<file path="config.mk">
export PLATFORM = sky130hd
export DESIGN_NAME = mem_port_arbiter_flat
export DESIGN_NICKNAME = d
export VERILOG_FILES = /design/src/rtl/mem_port_arbiter_if.sv /design/src/rtl/mem_port_arbiter.sv /design/src/flat_wrapper.sv
export SDC_FILE = /design/constraint.sdc
export NUM_CORES = 1
export LEC_CHECK = 0
export CAP_MARGIN = 20
export CORE_UTILIZATION = 47
export DETAILED_ROUTE_END_ITERATION = 8
export GPL_TIMING_DRIVEN = 0
export PLACE_DENSITY = 0.87
export SLEW_MARGIN = 0
export SYNTH_ARGS = -nofsm -noshare
export SYNTH_HDL_FRONTEND = slang
export SYNTH_SLANG_ARGS = --single-unit
</file>
<file path="constraint.sdc">
create_clock -name clk -period 3.85 [get_ports clk]
set_clock_uncertainty 0.1 [all_clocks]
set_input_delay 0.385 -clock clk [delete_from_list [all_inputs] [get_ports clk]]
set_output_delay 0.385 -clock clk [all_outputs]
set_load 0.01 [all_outputs]
</file>
<file path="src/rtl/mem_port_arbiter_if.sv">
// Bundle of the fetch, data and memory handshake signals around the unified-memory arbiter.
// The slave modport is the arbiter's view; master is the core/memory side.
interface mem_port_arbiter_if #(
  parameter int ADDR_W = 32,
  parameter int DATA_W = 32
);
  logic              ireq_valid;
  logic [ADDR_W-1:0] ireq_addr;
  logic              iresp_valid;
  logic [DATA_W-1:0] iresp_data;

  logic              dreq_valid;
  logic              dreq_write;
  logic [ADDR_W-1:0] dreq_addr;
  logic [DATA_W-1:0] dreq_wdata;
  logic              dresp_valid;
  logic [DATA_W-1:0] dresp_data;

  logic              mem_valid;
  logic              mem_write;
  logic [ADDR_W-1:0] mem_addr;
  logic [DATA_W-1:0] mem_wdata;
  logic              mem_ready;
  logic [DATA_W-1:0] mem_rdata;

  modport slave (
    input  ireq_valid, ireq_addr,
    input  dreq_valid, dreq_write, dreq_addr, dreq_wdata,
    input  mem_ready, mem_rdata,
    output iresp_valid, iresp_data,
    output dresp_valid, dresp_data,
    output mem_valid, mem_write, mem_addr, mem_wdata
  );

  modport master (
    output ireq_valid, ireq_addr,
    output dreq_valid, dreq_write, dreq_addr, dreq_wdata,
    output mem_ready, mem_rdata,
    input  iresp_valid, iresp_data,
    input  dresp_valid, dresp_data,
    input  mem_valid, mem_write, mem_addr, mem_wdata
  );
endinterface

</file>
<file path="src/rtl/mem_port_arbiter.sv">
// Serialises instruction-fetch and data requests onto one single-ported memory.
// Data wins ties, but a starvation counter forces a fetch grant after STARVE_LIMIT data grants.
module mem_port_arbiter #(
  parameter int ADDR_W       = 32,
  parameter int DATA_W       = 32,
  parameter int STARVE_LIMIT = 4
) (
  input  logic                  clk,
  input  logic                  reset,
  mem_port_arbiter_if.slave     bus
);

  localparam int CNT_W = (STARVE_LIMIT > 0) ? $clog2(STARVE_LIMIT + 1) : 1;
  localparam logic [CNT_W-1:0] LIMIT = CNT_W'(STARVE_LIMIT);

  typedef enum logic [1:0] {
    IDLE   = 2'd0,
    BUSY_I = 2'd1,
    BUSY_D = 2'd2,
    RESP   = 2'd3
  } state_t;

  state_t            state_reg;
  logic [CNT_W-1:0]  starve_cnt_reg;
  logic [ADDR_W-1:0] addr_reg;
  logic              write_reg;
  logic [DATA_W-1:0] wdata_reg;
  logic              mem_valid_reg;
  logic              iresp_valid_reg;
  logic              dresp_valid_reg;
  logic [DATA_W-1:0] iresp_data_reg;
  logic [DATA_W-1:0] dresp_data_reg;
  logic              grant_fetch;

  // Fetch is granted when it is alone, or when data has used up its run of grants.
  assign grant_fetch = bus.ireq_valid &&
                       (!bus.dreq_valid || (STARVE_LIMIT != 0 && starve_cnt_reg == LIMIT));

  always_ff @(posedge clk or negedge reset) begin
    if (!reset) begin
      state_reg       <= IDLE;
      starve_cnt_reg  <= '0;
      addr_reg        <= '0;
      write_reg       <= 1'b0;
      wdata_reg       <= '0;
      mem_valid_reg   <= 1'b0;
      iresp_valid_reg <= 1'b0;
      dresp_valid_reg <= 1'b0;
      iresp_data_reg  <= '0;
      dresp_data_reg  <= '0;
    end else begin
      case (state_reg)
        IDLE: begin
          if (grant_fetch) begin
            state_reg      <= BUSY_I;
            addr_reg       <= bus.ireq_addr;
            write_reg      <= 1'b0;
            wdata_reg      <= '0;
            starve_cnt_reg <= '0;
            mem_valid_reg  <= 1'b1;
          end else if (bus.dreq_valid) begin
            state_reg     <= BUSY_D;
            addr_reg      <= bus.dreq_addr;
            write_reg     <= bus.dreq_write;
            wdata_reg     <= bus.dreq_wdata;
            mem_valid_reg <= 1'b1;
            // Only count data grants that actually made a fetch wait.
            if (!bus.ireq_valid)
              starve_cnt_reg <= '0;
            else if (starve_cnt_reg != LIMIT)
              starve_cnt_reg <= starve_cnt_reg + 1'b1;
          end
        end
        BUSY_I, BUSY_D: begin
          if (bus.mem_ready) begin
            state_reg     <= RESP;
            mem_valid_reg <= 1'b0;
            write_reg     <= 1'b0;
            if (state_reg == BUSY_I) begin
              iresp_valid_reg <= 1'b1;
              iresp_data_reg  <= bus.mem_rdata;
            end else begin
              dresp_valid_reg <= 1'b1;
              dresp_data_reg  <= write_reg ? '0 : bus.mem_rdata;
            end
          end
        end
        RESP: begin
          state_reg       <= IDLE;
          iresp_valid_reg <= 1'b0;
          dresp_valid_reg <= 1'b0;
          iresp_data_reg  <= '0;
          dresp_data_reg  <= '0;
        end
        default: state_reg <= IDLE;
      endcase
    end
  end

  assign bus.mem_valid   = mem_valid_reg;
  assign bus.mem_write   = write_reg;
  assign bus.mem_addr    = addr_reg;
  assign bus.mem_wdata   = wdata_reg;
  assign bus.iresp_valid = iresp_valid_reg;
  assign bus.iresp_data  = iresp_data_reg;
  assign bus.dresp_valid = dresp_valid_reg;
  assign bus.dresp_data  = dresp_data_reg;

endmodule
</file>
<file path="src/flat_wrapper.sv">
// flat-port wrapper written by rule: the top's interface ports become plain ports
module mem_port_arbiter_flat 
#(
  parameter int ADDR_W       = 32,
  parameter int DATA_W       = 32,
  parameter int STARVE_LIMIT = 4
)
  (clk, reset, bus_ireq_valid, bus_ireq_addr, bus_dreq_valid, bus_dreq_write, bus_dreq_addr, bus_dreq_wdata, bus_mem_ready, bus_mem_rdata, bus_iresp_valid, bus_iresp_data, bus_dresp_valid, bus_dresp_data, bus_mem_valid, bus_mem_write, bus_mem_addr, bus_mem_wdata);
  mem_port_arbiter_if #(.ADDR_W(ADDR_W), .DATA_W(DATA_W)) bus_i ();
  input  logic clk;
  input  logic reset;
  input wire logic [$bits(bus_i.ireq_valid)-1:0] bus_ireq_valid;
  input wire logic [$bits(bus_i.ireq_addr)-1:0] bus_ireq_addr;
  input wire logic [$bits(bus_i.dreq_valid)-1:0] bus_dreq_valid;
  input wire logic [$bits(bus_i.dreq_write)-1:0] bus_dreq_write;
  input wire logic [$bits(bus_i.dreq_addr)-1:0] bus_dreq_addr;
  input wire logic [$bits(bus_i.dreq_wdata)-1:0] bus_dreq_wdata;
  input wire logic [$bits(bus_i.mem_ready)-1:0] bus_mem_ready;
  input wire logic [$bits(bus_i.mem_rdata)-1:0] bus_mem_rdata;
  output wire logic [$bits(bus_i.iresp_valid)-1:0] bus_iresp_valid;
  output wire logic [$bits(bus_i.iresp_data)-1:0] bus_iresp_data;
  output wire logic [$bits(bus_i.dresp_valid)-1:0] bus_dresp_valid;
  output wire logic [$bits(bus_i.dresp_data)-1:0] bus_dresp_data;
  output wire logic [$bits(bus_i.mem_valid)-1:0] bus_mem_valid;
  output wire logic [$bits(bus_i.mem_write)-1:0] bus_mem_write;
  output wire logic [$bits(bus_i.mem_addr)-1:0] bus_mem_addr;
  output wire logic [$bits(bus_i.mem_wdata)-1:0] bus_mem_wdata;
  assign bus_i.ireq_valid = bus_ireq_valid;
  assign bus_i.ireq_addr = bus_ireq_addr;
  assign bus_i.dreq_valid = bus_dreq_valid;
  assign bus_i.dreq_write = bus_dreq_write;
  assign bus_i.dreq_addr = bus_dreq_addr;
  assign bus_i.dreq_wdata = bus_dreq_wdata;
  assign bus_i.mem_ready = bus_mem_ready;
  assign bus_i.mem_rdata = bus_mem_rdata;
  assign bus_iresp_valid = bus_i.iresp_valid;
  assign bus_iresp_data = bus_i.iresp_data;
  assign bus_dresp_valid = bus_i.dresp_valid;
  assign bus_dresp_data = bus_i.dresp_data;
  assign bus_mem_valid = bus_i.mem_valid;
  assign bus_mem_write = bus_i.mem_write;
  assign bus_mem_addr = bus_i.mem_addr;
  assign bus_mem_wdata = bus_i.mem_wdata;
  mem_port_arbiter #(.ADDR_W(ADDR_W), .DATA_W(DATA_W), .STARVE_LIMIT(STARVE_LIMIT)) u_core (.clk(clk), .reset(reset), .bus(bus_i));
endmodule
</file>
==> summary.txt <==
Status - complete, no violations
DR iter-0 viols - 236
Final worst path period need - 2.32 ns
# DRC - 0
Clk buf depth - 2
Worst setup SP type - flip-flop
Met2 wire len - 9320 um
Detailed-route vias per instance - 5.12
WL met3 - 1340 um
Crit path cell chain - inv_1 > ha_1 > and2b_1 > nor3_4 > buf_4 > mux2_2
Number of nets with antenna violations after routing - 0
Clock buffers created by TritonCTS - 17
TritonRoute pass-1 iters - 4
Routability Congestion - 0.826
# diodes - 0
Sw power - 0.00295 W
Critical path's slowest cell - dfrtp_1
Placed cell area - 9330 sq um
Clock sink total - 137
Die Y - 119 um
Mapped cell area - 6400 sq um
RSZ-0062 raised after global routing - no
Routed len/inst - 16.6 um
Crit path DAT - 2.51 ns
Finished Cell Area - 10,000 sq um
Clock slew at reported path FFs - 0.05 ns
Layout area overhead - 56.5%
Critical path type - reg2reg
Power Dens Cells - 850 nW/um^2
H-tree Lvls - 4
Cells after synthesis - 614
Die X-Extent - 119 um
Clk Latency, worst-skew pair - 0.42 ns
Flop pwr share - 29.2%
Ys Warns - 0
Synthesis-stage register bit count - 137
Reg area - 3430 sq um
Hold slack final - 0.381 ns
Setup Buffers After CTS - 0
Max-slew headroom - 63.6%
Total die area - 14,100 sq um
Most frequent cells in the layout - 264 x clkdlybuf4s50_1, 162 x nand2_1, 137 x dfrtp_1
Avg Inst Size Synth - 10.4 sq um
Synth Area in Simple Gates - 17.1%
CP peak stage delay - 0.41 ns
Final Setup Violations - 0
Initial Utilization - 48.3%
Drt total wl - 18,100 um
Register area share after synthesis - 53.6%
Filler cells - 928
Highest routed metal layer - met4
Switching Share - 34.6%
PortBufs - 265
Tightest Pin Transition - 0.545 ns
Post-synthesis compound-gate area fraction - 9.79%
Post-synthesis adder-cell area fraction - 1.56%
First-pass GRT wire length - 29,500 um
Antenna violations before repair - 0
Vias in the first global route - 5,760
Grt ovf - 0
Clock root buffer - clkbuf_16
Worst Hold Class - reg2reg
Vias - 5,579
Post-cts sizing count - 0
Fraction of layout cells with a size suffix above 1 - 12.5%
DP HPWL - 13,300 um
Main combinational cell family by area after synthesis - simple AND/OR/NAND/NOR gates
Post-CTS Hold Fix Bufs - 1
Most common cell after layout, fill and taps aside - clkdlybuf4s50_1
GRT Overall Usage - 27.0%
Post-Synth XOR/XNOR Area - 0%
Post-synth cell types - 30
Int Pwr - 0.00557 W
M1 WL - 7160 um
Final nets - 1,043
Worst path required time - 4.05 ns
Crit. End Element - flip-flop
Leakage - 4.46 nW
TritonCTS clock tree - built
CP Max Fanout - 10
Fmax - 0.432 GHz
Maximum vdd ir drop - 0.404 mV
Mux cell area share after synthesis - 11.6%
Comb power frac - 49.0%
Final hold viol count - 0
FP Rows - 42
CORE AREA - 13,200 sq um
Multi-input logic area - 2570 sq um
Clock network power share - 21.8%
Max Slew Vio Count - 0
Max_cap viols - 0
Synth Net Count - 756
Largest net degree at the start of global routing - 70
Top Ports - 266
Period utilization - 60.1%
[worst paths after layout]
path	startpoint	to	slack [ns]	cells after the start
hold reg to reg	u_core.bus.mem_wdata[16]	u_core.bus.mem_wdata[16]	0.38	2
setup / recovery	u_core.state_reg[0]	u_core.bus.iresp_data[20]	1.53	6
hold / removal	u_core.bus.mem_wdata[16]	u_core.bus.mem_wdata[16]	0.38	2
setup reg to reg	u_core.state_reg[0]	u_core.bus.iresp_data[20]	1.53	6
max in group asynchronous	reset	u_core.bus.mem_write	2.91	3
min in group asynchronous	reset	u_core.bus.iresp_data[26]	0.44	3
[area by class of cell]
type                       count  share of cell area [%]
clock buffer                  21                    4.60
inverter                      39                    1.46
buffer                        45                    2.59
clock inverter                11                    2.17
multi-input combinational    393                    25.6
tap                          176                    2.20
sequential                   137                    34.2
timing repair buffer         268                    27.1
[stage by stage]
stage | worst slack, ns | utilization [%] | std cells | TNS (ns) | power, W
after detailed placement | 1.51 | 70.5 | 1057 | 0 | 0.00669
after global routing | 1.37 | 75.7 | 1090 | 0 | 0.00903
after global placement | -3.23 | 70.0 | 1055 | -441.10 | 0.00657
after CTS | 1.49 | 75.7 | 1090 | 0 | 0.00859
final | 1.53 | 75.7 | 1090 | 0 | 0.00851
after floorplan | 1.84 | - | 614 | 0 | 0.00470
[Yosys cell counts, drive strengths merged]
library cell | instances | share of area [%]
nand2 | 162 | 9.5
nor2b | 33 | 3.2
nand2b | 1 | 0.098
buf | 18 | 2.5
a211oi | 1 | 0.12
a21bo | 1 | 0.16
mux2i | 36 | 5.6
nor3 | 2 | 0.51
and2b | 1 | 0.12
dfrtp | 137 | 54
ha | 8 | 1.6
o21a | 1 | 0.12
a31o | 1 | 0.14
o21ai | 34 | 2.7
o211ai | 32 | 5.9
nand4 | 32 | 3.1
inv | 39 | 2.3
nor2 | 5 | 0.29
and2 | 1 | 0.14
clkbuf | 27 | 1.6
a32o | 1 | 0.16
and3b | 1 | 0.14
mux2 | 34 | 6.0
a21oi | 4 | 0.31
a31oi | 2 | 0.20
[critical path: cells and delay by family, from the launching register on]
kind | cells | cell delay, ns
AND/OR/NAND/NOR | 2 | 0.57
flip-flops | 1 | 0.41
buffers and inverters | 2 | 0.40
adder cells (fa/ha/maj) | 1 | 0.36
multiplexers | 1 | 0.35
[power by group through the flow]
stage	Combinational, W	Sequential, W	Clock, W
final	0.00417	0.00249	0.00185
after global routing	0.00452	0.00256	0.00195
after CTS	0.00423	0.00249	0.00188
after detailed placement	0.00419	0.00249	0
after global placement	0.00410	0.00247	0
after floorplan	0.00194	0.00276	0
[per-layer routing]
metal	vias up	global-route usage, %
li1	2622	-
met2	206	47.2
met4	0	9.18
met5	-	0
met3	26	8.49
met1	2725	31.2
[cells by family after synthesis]
group	count (synthesis)
compound gates	77
fa+ha+maj	8
buf+inv	84
flops	137
mux	70
simple gates	238
(Power assumes the default switching activity.)
